$ cat src/rtl/ysyx_22041461_mem_arbiter.sv
// Round-robin arbiter sharing one memory port between the
// I-cache refill path and the D-cache read/write path.
module ysyx_22041461_mem_arbiter #(
  parameter int ADDR_W = 64,
  parameter int DATA_W = 64
) (
  input  logic                clk,
  input  logic                rst,
  input  logic                i_req_valid,
  input  logic [ADDR_W-1:0]   i_req_addr,
  output logic                i_resp_valid,
  output logic [DATA_W-1:0]   i_resp_rdata,
  input  logic                d_req_valid,
  input  logic [ADDR_W-1:0]   d_req_addr,
  input  logic                d_req_wen,
  input  logic [DATA_W-1:0]   d_req_wdata,
  input  logic [DATA_W/8-1:0] d_req_wmask,
  output logic                d_resp_valid,
  output logic [DATA_W-1:0]   d_resp_rdata,
  output logic                mem_req_valid,
  input  logic                mem_req_ready,
  output logic [ADDR_W-1:0]   mem_req_addr,
  output logic                mem_req_wen,
  output logic [DATA_W-1:0]   mem_req_wdata,
  output logic [DATA_W/8-1:0] mem_req_wmask,
  input  logic                mem_resp_valid,
  input  logic [DATA_W-1:0]   mem_resp_rdata
);

  typedef enum logic [1:0] {
    IDLE,
    ISSUE,
    WAIT,
    RESP
  } state_t;

  state_t state;
  logic   own_d;
  logic   last_d;
  logic   pick_d;
  logic   any_req;

  // On a tie the requester that did not win last time goes next.
  always_comb begin
    pick_d  = d_req_valid & (~i_req_valid | ~last_d);
    any_req = i_req_valid | d_req_valid;
  end

  always_ff @(posedge clk or negedge rst) begin
    if (!rst) begin
      state         <= IDLE;
      own_d         <= 1'b0;
      last_d        <= 1'b0;
      mem_req_valid <= 1'b0;
      mem_req_addr  <= '0;
      mem_req_wen   <= 1'b0;
      mem_req_wdata <= '0;
      mem_req_wmask <= '0;
      i_resp_valid  <= 1'b0;
      i_resp_rdata  <= '0;
      d_resp_valid  <= 1'b0;
      d_resp_rdata  <= '0;
    end else begin
      unique case (state)
        IDLE: begin
          if (any_req) begin
            state         <= ISSUE;
            mem_req_valid <= 1'b1;
            own_d         <= pick_d;
            last_d        <= pick_d;
            if (pick_d) begin
              mem_req_addr  <= d_req_addr;
              mem_req_wen   <= d_req_wen;
              mem_req_wdata <= d_req_wdata;
              mem_req_wmask <= d_req_wmask;
            end else begin
              mem_req_addr  <= i_req_addr;
              mem_req_wen   <= 1'b0;
              mem_req_wdata <= '0;
              mem_req_wmask <= '0;
            end
          end
        end
        ISSUE: begin
          if (mem_req_ready) begin
            state         <= WAIT;
            mem_req_valid <= 1'b0;
          end
        end
        WAIT: begin
          if (mem_resp_valid) begin
            state <= RESP;
            if (own_d) begin
              d_resp_valid <= 1'b1;
              d_resp_rdata <= mem_req_wen ? '0 : mem_resp_rdata;
            end else begin
              i_resp_valid <= 1'b1;
              i_resp_rdata <= mem_resp_rdata;
            end
          end
        end
        RESP: begin
          state        <= IDLE;
          i_resp_valid <= 1'b0;
          i_resp_rdata <= '0;
          d_resp_valid <= 1'b0;
          d_resp_rdata <= '0;
        end
        default: state <= IDLE;
      endcase
    end
  end

endmodule

$ cat config.mk
export PLATFORM = sky130hd
export DESIGN_NAME = ysyx_22041461_mem_arbiter
export DESIGN_NICKNAME = d
export VERILOG_FILES = /design/src/rtl/ysyx_22041461_mem_arbiter.sv
export SDC_FILE = /design/constraint.sdc
export NUM_CORES = 1
export LEC_CHECK = 0
export CORE_AREA = 5 5 208 210
export DETAILED_ROUTE_END_ITERATION = 7
export DIE_AREA = 0 0 213 215
export HOLD_SLACK_MARGIN = 0.02
export SLEW_MARGIN = 20
export SYNTH_ARGS = -nofsm -noshare
export SYNTH_HDL_FRONTEND = slang
export SYNTH_SLANG_ARGS = --single-unit
$ cat constraint.sdc
create_clock -name clk -period 4.7 [get_ports clk]
set_clock_uncertainty 0.15 [all_clocks]
set_input_delay 0.705 -clock clk [delete_from_list [all_inputs] [get_ports clk]]
set_output_delay 0.705 -clock clk [all_outputs]
set_load 0.05 [all_outputs]
# --- Yosys cells after proc, flatten, opt, wreduce, memory -nomap -nowiden ---
# Cells that the tools add are included.
totals:
  input_bits: 271
  reg_bits: 271
  elab_cells: 56
classes:
  eq_ne: 8
  n_reduce_logical: 8
  n_mux: 24
  n_bitwise: 5
op_table:
  columns: ["cell", "n"]
  rows:
  - ["$mux W64", 7]
  - ["$pmux W64 S2", 2]
  - ["$reduce_and A3 Y1", 4]
  - ["$ne A2 B2 Y1 const B", 5]
  - ["$mux W8", 1]
  - ["$pmux W2 S4", 1]
  - ["$mux W1", 7]
  - ["$mux W2", 3]
  - ["$pmux W1 S2", 3]
  - ["$eq A2 B2 Y1 const B", 2]
  - ["$reduce_bool A2 Y1", 2]
  - ["$eq A2 B1 Y1 const B", 1]
  - ["$logic_not A2 Y1", 1]
  - ["$not A1 Y1", 2]
  - ["$or A1 B1 Y1", 2]
  - ["$reduce_and A2 Y1", 1]
  - ["$and A1 B1 Y1", 1]

# --- Depth between registers and ports, before layout ---
# Gate-level depths: netlist of the first run.
logic_depth:
  word_depth: 4
  depth_mapped: 7
  depth_no_buf: 5

# --- Least setup slack after synthesis of the first run ---
# No wires, ideal clock.
synth_timing:
  path_type: "in2reg"
  start: "input mem_resp_valid"
  end: "register i_resp_rdata[10]"
  path_slack_ps: 2790
  cell_stages: 5
  t_arrival_ps: 1635
  path_cell_list: "nor2b_1 mux2i_1 buf_4 buf_6 mux2_2"
synth_via:
  elab_chain_len: 2
synth_rtl:
  columns: ["item", "line", "rtl"]
  rows:
  - ["start: declaration", "26", "input logic mem_resp_valid,"]
  - ["$ne A2 B2 Y1 (no source line)", null, null]
  - ["$reduce_and A3 Y1 (no source line)", null, null]
  - ["end signal: assignment", "98", "i_resp_rdata <= mem_resp_rdata;"]
  - ["end: declaration", "12", "output logic [DATA_W-1:0] i_resp_rdata,"]
# No other way between the ends.
# A chain may end at the register's enable or synchronous reset.

# --- Worst setup path in the final report of the first run ---
layout_timing:
  start: "register state[0]"
  end: "register i_resp_rdata[24]"
layout_via:
  elab_chain_len: 3
  elab_cells_between_ends: 7
  classes_between: "eq/ne (4); mux (1); reduce/logical (2)"
layout_rtl:
  columns: ["item", "line", "rtl"]
  rows:
  - ["start: declaration", "37", "state_t state;"]
  - ["start signal: assignment", "51", "state <= IDLE;"]
  - ["start signal: assignment", "67", "state <= ISSUE;"]
  - ["start signal: assignment", "86", "state <= WAIT;"]
  - ["$eq A2 B2 Y1", "64", "unique case (state)"]
  - ["$ne A2 B2 Y1 (no source line) / $reduce_bool A2 Y1 (equally long branches)", null, null]
  - ["$reduce_and A3 Y1 (no source line)", null, null]
# Parallel ways exist; a longest one is shown, timed or not.

==> results.py, run 1 <==
metrics = {
    "status": {
        "outcome": "finished clean",
    },
    "cts": {
        "tritoncts": "done",
        "clkTransAtPathRegs_ns": 0.06,
        "ctsHoldBuffers": 0,
        "clock_path_buffers": 3,
        "cts-root-buf": "clkbuf_16",
        "cts_buffers": 31,
        "clk_latency_ns": 0.57,
        "cts.sinks": 271,
        "cts_setup_buffers": 0,
        "post_cts_resized": 0,
        "htreeDepth": 1,
    },
    "timing": {
        "fin_crit_sh_pct": 58.4,
        "fin_crit_ns": 2.75,
        "max_freq_mhz": 364,
        "grt_setup_unrepaired": "no",
        "tightest_slew_ns": 0.972,
        "tns_ns": 0,
        "finalSetupViolCount": 0,
        "timing_hold_violations_final": 0,
        "relSlewSlack_pct": 35.2,
        "slew_violations": 0,
    },
    "synthesis": {
        "synth_area_leaders": "dfrtp_1, mux2_2, mux2i_1",
        "synth_fp_nets": 1299,
        "avgSynthCellArea_um2": 11.1,
        "yosys.area_share.simple_pct": 10.2,
        "syn_inst": 1023,
        "synth_fa_ha_area_share_pct": 0.549,
        "synth_top_cell_by_area": "dfrtp_1",
        "syn_area_mm2": 0.0114,
        "ys_types": 26,
        "synth_top_area_share_pct": 59.5,
        "synth-seq-cells": 271,
        "synthMuxAreaShare_pct": 12.3,
        "yosysWarnings": 0,
        "synth_compound_area_share_pct": 11.9,
        "ys_seq_area_share_pct": 59.5,
        "synth_xor_area_share_pct": 0,
        "synth_top_family_by_area": "multiplexers",
    },
    "detailed_routing": {
        "met3_length_um": 3770,
        "vias": 9488,
        "top_layer": "met5",
        "routedWlPerCell_um": 19.4,
        "first_pass_iters": 4,
        "met1_length_um": 16600,
        "wl_met2_um": 19400,
        "drt_iter0_drc": 485,
        "postRouteAntennaNets": 0,
        "drc_errors": 0,
        "vias_per_cell": 4.51,
        "routed_wl_um": 40900,
    },
    "finish": {
        "nets": 1816,
        "mostFrequentLayoutCell": "clkdlybuf4s50_1",
        "final_cell_area_mm2": 0.0183,
        "syn_to_final_growth_pct": 60.7,
        "fin_util_pct": 44.2,
        "final_layout_size_suffix_gt1_share_pct": 8.96,
        "layout_common_cells": "clkdlybuf4s50_1, dfrtp_1, nand2_1, a21oi_1, a22o_1",
    },
    "critical_path": {
        "path_delay_family": "multiplexers",
        "start_kind": "register",
        "r2r-end": "i_resp_rdata[24]",
        "reg2reg_from": "state[0]",
        "crit_slowest_cell": "mux2i_4",
        "cp.required_ns": 4.99,
        "path_buf_inv": 2,
        "crit_path_max_incr_delay_ns": 0.56,
        "arrival_ns": 3.04,
        "cp-end-kind": "register",
        "ff2ff_setup_slack_ns": 1.95,
        "reg2regPathDepth": 5,
        "crit_chain": "inv_1, ha_1, mux2i_4, buf_4, mux2_2",
        "crit_path_max_fanout": 30,
        "path_class": "reg2reg",
    },
    "place": {
        "dpl.hpwl_um": 30100,
        "io_buffers": 538,
        "placedInstanceArea_mm2": 0.0173,
        "place.gp.congestion": 0.803,
    },
    "power_and_ir_drop": {
        "power.leakage_nw": 8.27,
        "p_total_mw": 16.2,
        "vdd_drop_max_mv": 0.613,
        "p_per_area_mw_per_mm2": 886,
    },
    "min_path": {
        "hold_class": "in2async",
    },
    "floorplanning": {
        "die_h_um": 215,
        "io_pins": 539,
        "start_util_pct": 27.5,
        "core_mm2": 0.0414,
        "fp.dieW_um": 213,
        "fp-row-count": 75,
        "dieArea_mm2": 0.0458,
    },
    "global_routing": {
        "gr-usage-all-layers_pct": 16.9,
        "grt_max_degree": 107,
        "grt_pass1_wl_um": 61300,
        "grt-ovfl-total": 0,
        "grt_pass1_vias": 10200,
        "antenna_found_initial": 4,
    },
    "run": {
        "cap_violations": 0,
    },
}
logic make-up after synthesis:
| family | Yosys count |
|---|---|
| buf+inv | 141 |
| fa+ha+maj | 5 |
| mux | 132 |
| flops | 271 |
| simple gates | 263 |
| compound gates | 211 |
per-layer routing:
| layer | track usage (%) | vias to the layer above |
|---|---|---|
| li1 | - | 4445 |
| met1 | 20.7 | 4623 |
| met2 | 28.5 | 356 |
| met3 | 5.72 | 60 |
| met4 | 4.91 | 4 |
| met5 | 0 | - |
Yosys cell counts:
master    instances
nor2b_1          67
buf_1             1
ha_1              5
a22o_1           73
buf_6             5
o22ai_1           1
nor2_1           67
buf_4             7
mux2_2           65
a21boi_0          1
mux2i_1          67
a221oi_1          1
o21a_1            1
inv_1            70
buf_2            31
a21oi_1         128
a21bo_2           1
a31oi_1           1
a21boi_1          1
and2_1            1
a21o_1            1
o32a_1            1
o21ai_1           1
dfrtp_1         271
nand2_1         128
clkbuf_1         27
state kept, by name, summed over array words and instances, names as in the netlist:
signal,count
i_resp_rdata,64
state,2
mem_req_wdata,64
i_resp_valid,1
last_d,1
mem_req_valid,1
d_resp_valid,1
mem_req_wmask,8
mem_req_wen,1
d_resp_rdata,64
mem_req_addr,64
through the flow:
stage | setup slack [ns] | hold WS [ns] | cells
after CTS | 1.94 | 0.0708 | 2102
after global routing | 1.85 | 0.114 | 2103
after floorplan | 2.79 | 0.259 | 1023
after global placement | 1.67 | 0.337 | 2046
final | 1.95 | 0.0251 | 2103
after detailed placement | 1.64 | 0.340 | 2046
area by class of cell:
cell class	instances	area (um2)
fill	3968	23100
clock inverter	9	90.1
antenna	1	2.50
clock buffer	47	916
tap	539	674
multi-input combinational	611	4040
sequential	271	6780
inverter	70	263
timing repair buffer	555	5540
worst max-delay path by stage:
stage / start / to / slack (ns) / cells past startpoint
3_3_place_gp: d_req_valid / mem_req_wdata[8] / 1.67 / 5
3_5_place_dp: d_req_valid / mem_req_wdata[11] / 1.64 / 5
6_report: state[0] / i_resp_rdata[24] / 1.95 / 5
5_1_grt: state[0] / i_resp_rdata[24] / 1.85 / 5
2_1_floorplan: mem_resp_valid / i_resp_rdata[10] / 2.79 / 5
4_1_cts: state[0] / i_resp_rdata[24] / 1.94 / 5
report_power, final:
group          internal (mW)  total (mW)  leakage [nW]  switching [mW]
clock                   1.40        2.37         0.493           0.978
sequential              3.49        4.14          3.32           0.658
combinational           3.38        9.71          4.46            6.33
worst register-to-register path, delay by kind of cell (launching register included):
kind       cells  cell delay (ns)
flops          1             0.43
buf+inv        2             0.57
mux            2             1.00
fa+ha+maj      1             0.47
Power figures use the tool's default switching activity.
==> run 2: changes to the inputs <==
Settings changed: CORE_AREA 5 5 208 210 to 5 5 206 208, DIE_AREA 0 0 213 215 to 0 0 211 213.
Clock period 4.7 ns to 2.7 ns, I/O delays scaled along.
==> run 2 against run 1 <==
Non-clock buffer count is 9 higher. Clock-buffer cell count up 2. Combinational power up 77%. Sequential power grew 73%. Wire length up 1.1%. Largest cell class unchanged. Critical path depth decreased by 4. Utilization up 1.9 points. Cell area increased by 1.8%. Worst setup slack lost 1.6 ns.
==> results.py, run 2 (same netlist as run 1, synthesis figures left out) <==
metrics = {
    "timing": {
        "max_freq_mhz": 422,
        "slew_violations": 0,
        "fin_crit_ns": 2.37,
        "relSlewSlack_pct": 47.3,
        "finalSetupViolCount": 0,
        "grt_setup_unrepaired": "no",
        "timing_hold_violations_final": 0,
        "tns_ns": 0,
        "fin_crit_sh_pct": 87.8,
        "tightest_slew_ns": 0.790,
    },
    "cts": {
        "cts_buffers": 34,
        "clock_path_buffers": 3,
        "clk_latency_ns": 0.53,
        "clkTransAtPathRegs_ns": 0.06,
        "htreeDepth": 2,
        "post_cts_resized": 0,
        "cts.sinks": 271,
        "tritoncts": "done",
        "ctsHoldBuffers": 1,
        "cts-root-buf": "clkbuf_16",
        "cts_setup_buffers": 0,
    },
    "critical_path": {
        "arrival_ns": 1.82,
        "reg2regPathDepth": 5,
        "path_buf_inv": 1,
        "cp.required_ns": 2.14,
        "path_class": "reg2out",
        "crit_chain": "clkdlybuf4s50_1",
        "path_delay_family": "buffers and inverters",
        "cp-end-kind": "output port",
        "crit_path_max_incr_delay_ns": 0.92,
        "start_kind": "register",
        "crit_slowest_cell": "clkdlybuf4s50_1",
        "critical_path_cell_count": 1,
        "crit_path_max_fanout": 2,
    },
    "floorplanning": {
        "dieArea_mm2": 0.0449,
        "start_util_pct": 28.2,
        "core_mm2": 0.0404,
        "fp.dieW_um": 211,
        "io_pins": 539,
        "fp-row-count": 74,
        "die_h_um": 213,
    },
    "status": {
        "outcome": "finished clean",
    },
    "global_routing": {
        "antenna_found_initial": 3,
        "gr-usage-all-layers_pct": 17.7,
        "grt_max_degree": 75,
        "grt-ovfl-total": 0,
        "grt_pass1_wl_um": 61900,
        "grt_pass1_vias": 9984,
    },
    "place": {
        "io_buffers": 538,
        "place.gp.congestion": 0.807,
        "dpl.hpwl_um": 30300,
    },
    "detailed_routing": {
        "routedWlPerCell_um": 19.6,
        "routed_wl_um": 41300,
        "vias": 9559,
        "postRouteAntennaNets": 0,
        "first_pass_iters": 4,
        "drc_errors": 0,
        "drt_iter0_drc": 437,
        "vias_per_cell": 4.54,
    },
    "power_and_ir_drop": {
        "vdd_drop_max_mv": 0.783,
        "sw_frac_of_total_pct": 48.2,
        "pwr-share-clk_pct": 15.8,
        "pwr-share-comb_pct": 59.4,
        "p_per_area_mw_per_mm2": 1560,
        "power.leakage_nw": 8.43,
        "switchingPower_mw": 14.0,
        "internal_power_mw": 15.0,
        "pwr-share-seq_pct": 24.8,
    },
    "finish": {
        "final_layout_size_suffix_gt1_share_pct": 9.29,
        "nets": 1828,
        "mostFrequentLayoutCell": "clkdlybuf4s50_1",
        "fin_util_pct": 46.2,
        "layout_common_cells": "clkdlybuf4s50_1, dfrtp_1, nand2_1, a21oi_1, a22o_1",
        "syn_to_final_growth_pct": 63.7,
    },
    "min_path": {
        "hold_class": "in2async",
    },
    "run": {
        "cap_violations": 0,
    },
}
-- run 2: cell count changes in the layout (fill, tap and decap cells not counted), sizes merged --
cell,before,now
clkbuf,47,49
clkinv,5,3
bufinv,1,3
dlygate4sd3,0,1
buf,18,26
clkinvlp,2,0
inv,71,70
-- run 2: worst paths after layout --
path,slack [ns],endpoint,startpoint
setup / recovery,0.33,mem_req_wdata[60],mem_req_wdata[60]
hold / removal,0.24,i_resp_rdata[43],rst
setup reg to reg,0.44,i_resp_rdata[54],state[0]
hold reg to reg,0.35,mem_req_wdata[10],mem_req_wdata[10]
max in group asynchronous,1.44,mem_req_wdata[12],rst
min in group clk,0.26,mem_req_addr[11],i_req_addr[11]
-- run 2: worst register-to-register path, stage by stage, from the launching register on --
cell     delay (ns)
dfrtp_1        0.43
inv_1          0.11
ha_1           0.37
mux2i_4        0.51
buf_12         0.22
mux2_2         0.35
-- run 2: cell type report --
type                       count  area (um2)
multi-input combinational    611        4040
sequential                   271        6780
clock buffer                  49         978
fill                        3835       21700
inverter                      70         263
antenna                        1        2.50
tap                          532         666
clock inverter                 6         128
timing repair buffer         564        5790
-- run 2: per-stage QoR --
stage	setup slack, ns	std cells	power [mW]	cell area (um2)	hold slack [ns]
global route	0.247	2104	30.5	18600	0.230
finish	0.328	2104	29.0	18600	0.245
floorplan	0.828	1023	18.3	11400	-0.0406
CTS	0.256	2103	29.4	18600	0.211
detailed placement	0.383	2047	24.7	17500	0.208
global placement	0.399	2047	24.5	17500	0.206
-- run 2: layer usage --
| metal | share of wire [%] | global-route usage, % | vias up |
|---|---|---|---|
| met5 | 0.065 | 0 | - |
| met4 | 2.1 | 4.58 | 4 |
| met3 | 9.2 | 6.71 | 52 |
| met2 | 48 | 28.9 | 388 |
| met1 | 41 | 22.2 | 4638 |
| li1 | - | - | 4477 |
-- run 2: power groups by stage --
stage	registers (mW)	logic (mW)	clock network, mW
after detailed placement	7.22	17.5	0
final	7.18	17.2	4.58
after global routing	7.45	18.1	4.91
after CTS	7.20	17.5	4.74
after global placement	7.18	17.3	0
after floorplan	13.8	4.52	0
==> run 3: changes to the inputs <==
Settings changed: HOLD_SLACK_MARGIN 0.02 to 0.08.
==> results of run 3 <==
No change in the layout: final DEF, timing and power equal those of run 2.
